File: src/rtl/seq_detect_param.sv
// seq_detect_param: serial pattern detector with a runtime-loadable pattern, length and overlap mode,
// an input-valid qualifier, a registered match pulse and a saturating match counter.
module seq_detect_param #(
    parameter int PAT_W = 4,
    parameter int CNT_W = 8,
    localparam int LEN_W = $clog2(PAT_W + 1)
) (
    input  logic             clk,
    input  logic             rst,
    input  logic             x,
    input  logic             in_valid,
    input  logic             cfg_load,
    input  logic [PAT_W-1:0] cfg_pattern,
    input  logic [LEN_W-1:0] cfg_len,
    input  logic             cfg_overlap,
    input  logic             cnt_clr,
    output logic             z,
    output logic [CNT_W-1:0] match_count,
    output logic [LEN_W-1:0] fill
);
    localparam int RST_LEN = (PAT_W < 4) ? PAT_W : 4;
    localparam logic [LEN_W-1:0] FULL = LEN_W'(PAT_W);

    logic [PAT_W-1:0] r_hist, r_pat;
    logic [LEN_W-1:0] r_fill, r_len;
    logic             r_ovl, r_z;
    logic [CNT_W-1:0] r_cnt;

    logic [PAT_W-1:0] w_hist_n, w_mask;
    logic [LEN_W-1:0] w_fill_n, w_len_c;
    logic             w_match;

    always_comb begin
        w_hist_n = {r_hist[PAT_W-2:0], x};
        w_fill_n = (r_fill == FULL) ? r_fill : r_fill + 1'b1;
        w_len_c  = (cfg_len == '0 || cfg_len > FULL) ? FULL : cfg_len;
        w_mask   = '0;
        for (int i = 0; i < PAT_W; i++) w_mask[i] = (i < int'(r_len));
        // only the newest len bits of the history take part in the compare
        w_match  = in_valid && !cfg_load && (w_fill_n >= r_len)
                   && (((w_hist_n ^ r_pat) & w_mask) == '0);
    end

    always_ff @(posedge clk) begin
        if (rst) begin
            r_hist <= '0;
            r_fill <= '0;
            r_z    <= 1'b0;
            r_cnt  <= '0;
            r_pat  <= PAT_W'(4'b1101);
            r_len  <= LEN_W'(RST_LEN);
            r_ovl  <= 1'b1;
        end else begin
            if (cnt_clr)
                r_cnt <= '0;
            else if (w_match && !(&r_cnt))
                r_cnt <= r_cnt + 1'b1;
            if (cfg_load) begin
                r_pat  <= cfg_pattern;
                r_len  <= w_len_c;
                r_ovl  <= cfg_overlap;
                r_hist <= '0;
                r_fill <= '0;
                r_z    <= 1'b0;
            end else if (in_valid) begin
                r_hist <= w_hist_n;
                r_fill <= (w_match && !r_ovl) ? '0 : w_fill_n;
                r_z    <= w_match;
            end else begin
                r_z    <= 1'b0;
            end
        end
    end

    assign z           = r_z;
    assign match_count = r_cnt;
    assign fill        = r_fill;
endmodule
File: config.mk
export PLATFORM = sky130hd
export DESIGN_NAME = seq_detect_param
export DESIGN_NICKNAME = d
export VERILOG_FILES = /design/src/rtl/seq_detect_param.sv
export SDC_FILE = /design/constraint.sdc
export NUM_CORES = 1
export LEC_CHECK = 0
export CELL_PAD_IN_SITES_DETAIL_PLACEMENT = 1
export CELL_PAD_IN_SITES_GLOBAL_PLACEMENT = 2
export CORE_ASPECT_RATIO = 1.5
export CORE_MARGIN = 2
export CORE_UTILIZATION = 29
export CTS_CLUSTER_DIAMETER = 40
export DETAILED_ROUTE_END_ITERATION = 6
export PLACE_DENSITY = 0.77
export SYNTH_ARGS = -nofsm -noshare
export SYNTH_HDL_FRONTEND = slang
export SYNTH_SLANG_ARGS = --single-unit
File: constraint.sdc
create_clock -name clk -period 2.5 [get_ports clk]
set_input_delay 0.5 -clock clk [delete_from_list [all_inputs] [get_ports clk]]
set_output_delay 0.5 -clock clk [all_outputs]
set_load 0.05 [all_outputs]
==> flow_summary.toml <==
[die]
die_x_um = 56.7
die_area_mm2 = 0.00471
start_util_pct = 30.5
fp-row-count = 28
die_h_um = 83.1
boundaryPins = 26
coreArea_mm2 = 0.00396

[setup_path]
r2r_cells = 12
worstPathCellList = "inv_1, ha_1, nand3b_1, o21ai_2, inv_1, ha_1, nand2_1, o21ai_2, nand3_1, buf_6, or4_1, a21oi_1"
worstSetupStartpointType = "flip-flop"
path_buf_inv = 3
cpMaxStageDelayCell = "or4_1"
path_delay_family = "simple AND/OR/NAND/NOR gates"
cp_slowest_stage_delay_ns = 0.48
endpoint_kind = "flip-flop"
crit_required_ns = 2.71
worst-setup-path-type = "reg -> reg"
cp.arrival_ns = 2.58
cp-startpoint = "fill[0]"
timing.rr.start = "fill[0]"
r2r_slack_ns = 0.12
timing.rr.end = "match_count[4]"
crit_fanout = 11

[sta]
period_share_pct = 95.0
fmax_mhz = 421
hold_slack_ns = 0.528
finClkSkew_ns = 0.00655
slew_headroom_pct = 66.8
tightest_slew_ns = 0.497
setup_violations = 0
setup_slack_ns = 0.125
slew_viol_final = 0
finalWorstPathRequiredPeriod_ns = 2.38
hold_violations = 0

[detailed_routing]
drc = 0
ant_nets = 0
drt_iter0_drc = 26
num_vias = 1074
wl_per_cell_um = 14.2
routed_wl_um = 2960
vias_per_cell = 5.16
drt-pass1-iter-count = 4

[clock_network]
clk_pin_slew_ns = 0.09
cts_max_level = 1
tritoncts = "done"
cts_buffers = 3
insertion_delay_ns = 0.27
clkSinkCount = 23
ctsHoldBuffers = 0
clk_path_buf_depth = 2
cts_root_buf = "clkbuf_8"

[yosys]
synth_top_cell_by_area = "dfxtp_1"
synthDistinctLibCells = 40
ys.flop_type = "dfxtp_1"
synth-seq-cells = 23
async_flop_share_pct = 0
synthTopCellsByArea = "dfxtp_1, ha_1, mux2i_1"
syn_avg_cell_area_um2 = 8.95
ys_seq_area_share_pct = 38.1
ys_warn_count = 0
synth_fp_nets = 156
synth_edf_count = 0
synth_top_cell_area_share_pct = 38.1
synth_area_mm2 = 0.00121
syn_inst = 135

[flow_run]
cap_violations = 0

[placement]
place_ws_ns = -0.0209
io_buffers = 25
hpwl_um = 2370
place_congestion = 0.714

[worst_hold_path]
min_path_type = "reg -> reg"
hold_depth = 2
min-delay-start = "fill[1]"
hold_end = "fill[1]"

[global_routing]
grt_pass1_vias = 1066
grt_usage_pct = 13.1
grt_overflow_total = 0
grt_pass1_wl_um = 4890
antenna_found_initial = 0
grt_start_max_net_pins = 18

[pwr]
peakVddDrop_mv = 0.304
p_sw_uw = 173
power.density_mw_per_mm2 = 447
pwr-share-clk_pct = 33.5
internal_power_uw = 534
p_leak_nw = 0.613
switching_share_pct = 24.5
seqPwrFrac_pct = 54.1
pwr-share-comb_pct = 12.3

[cells_and_area]
syn2layout_area_growth_pct = 30.8
fin_nets = 185
fillerInstances = 483
diodes = 0
drive_gt1_share_pct = 14.7

[status]
status = "completed"
synth_stat cells (2+ instances only):
cell,instances
dfxtp_1,23
a21oi_1,8
nand2_1,8
nor2_1,8
ha_1,7
inv_1,7
nand3_1,6
nor2b_1,6
mux2i_1,5
o21ai_0,5
a211o_1,4
o31ai_1,4
or2_2,4
xor2_1,4
clkbuf_1,3
or3_1,3
or4_1,3
and3_2,2
nand2b_1,2
nand3b_1,2
o41ai_1,2
logic make-up after synthesis:
kind of cell / share of synthesized area [%]
adder cells (fa/ha/maj): 7.25
XOR/XNOR: 3.62
flip-flops: 38.1
multiplexers: 4.14
AND/OR/NAND/NOR: 24.9
buffers and inverters: 5.59
AO/OA/AOI/OAI: 16.4
sequential cells by signal, indices dropped and copies added (netlist names):
| name | count |
|---|---|
| r_hist | 3 |
| match_count | 8 |
| r_pat | 4 |
| r_len | 3 |
| z | 1 |
| r_ovl | 1 |
| fill | 3 |
what timing repair did:
item                                    4_1_cts  5_1_grt
pin swaps                                     0        1
cloned                                        0        0
gates resized for setup                       1        5
endpoints found under the setup margin        1        9
setup buffers                                 0        1
layer usage:
metal | GRT usage, % | share of wire [%] | up-vias
met5 | 0 | 0 | -
met4 | 5.84 | 1.7 | 0
met3 | 1.87 | 3.1 | 5
met2 | 24.1 | 55 | 22
met1 | 14.2 | 40 | 508
li1 | - | - | 539
worst min-delay path: stages (launching register included):
cell     delay, ns
dfxtp_2       0.34
inv_1         0.07
o32ai_1       0.08
area by class of cell:
| cell class | instances | area [um2] | share of cell area (%) |
|---|---|---|---|
| Clock buffer | 3 | 41.3 | 2.61 |
| Clock inverter | 1 | 5.00 | 0.316 |
| Inverter | 7 | 26.3 | 1.66 |
| Multi-Input combinational cell | 98 | 688 | 43.5 |
| Sequential cell | 23 | 465 | 29.4 |
| Tap cell | 45 | 56.3 | 3.56 |
| Timing Repair Buffer | 31 | 299 | 18.9 |
worst max-delay path by stage:
stage / endpoint / depth (start not counted)
4_1_cts: match_count[4] / 12
2_1_floorplan: match_count[2] / 12
6_report: match_count[4] / 12
3_3_place_gp: fill[1] / 8
5_1_grt: match_count[4] / 12
3_5_place_dp: match_count[4] / 7
power groups by stage:
| stage | registers (mW) | clock network [mW] | logic, mW |
|---|---|---|---|
| after floorplan | 0.394 | 0 | 0.0458 |
| after global placement | 0.392 | 0 | 0.0852 |
| after detailed placement | 0.392 | 0 | 0.0880 |
| after CTS | 0.384 | 0.245 | 0.0884 |
| after global routing | 0.384 | 0.260 | 0.0969 |
| final | 0.383 | 0.237 | 0.0872 |
stage by stage:
step                      TNS [ns]  total power [mW]  area [um2]  util, %  cells
after floorplan                  0             0.440        1210        -    135
after global routing       -0.0130             0.741        1580     39.9    208
after CTS                        0             0.717        1560     39.4    207
after global placement           0             0.477        1510     38.2    203
after detailed placement   -0.0256             0.480        1510     38.2    203
final                            0             0.707        1580     39.9    208
cell usage in the layout (no fill, tap or decap), types with 2 or more instances in the layout:
cell type	n
clkdlybuf4s50_1	25
nand3b_1	2
or4_1	3
nand2_1	8
nor2b_1	6
xor2_1	4
inv_1	7
or3_1	3
o21ai_2	2
nand3_1	6
and3_2	2
a21oi_1	8
mux2i_1	5
a211o_1	4
or2_2	4
o31ai_1	4
ha_1	7
dfxtp_1	21
clkbuf_8	3
o41ai_1	2
buf_4	5
nor2_1	8
o21ai_0	3
nand2b_1	2
Power figures use the tool's default switching activity.
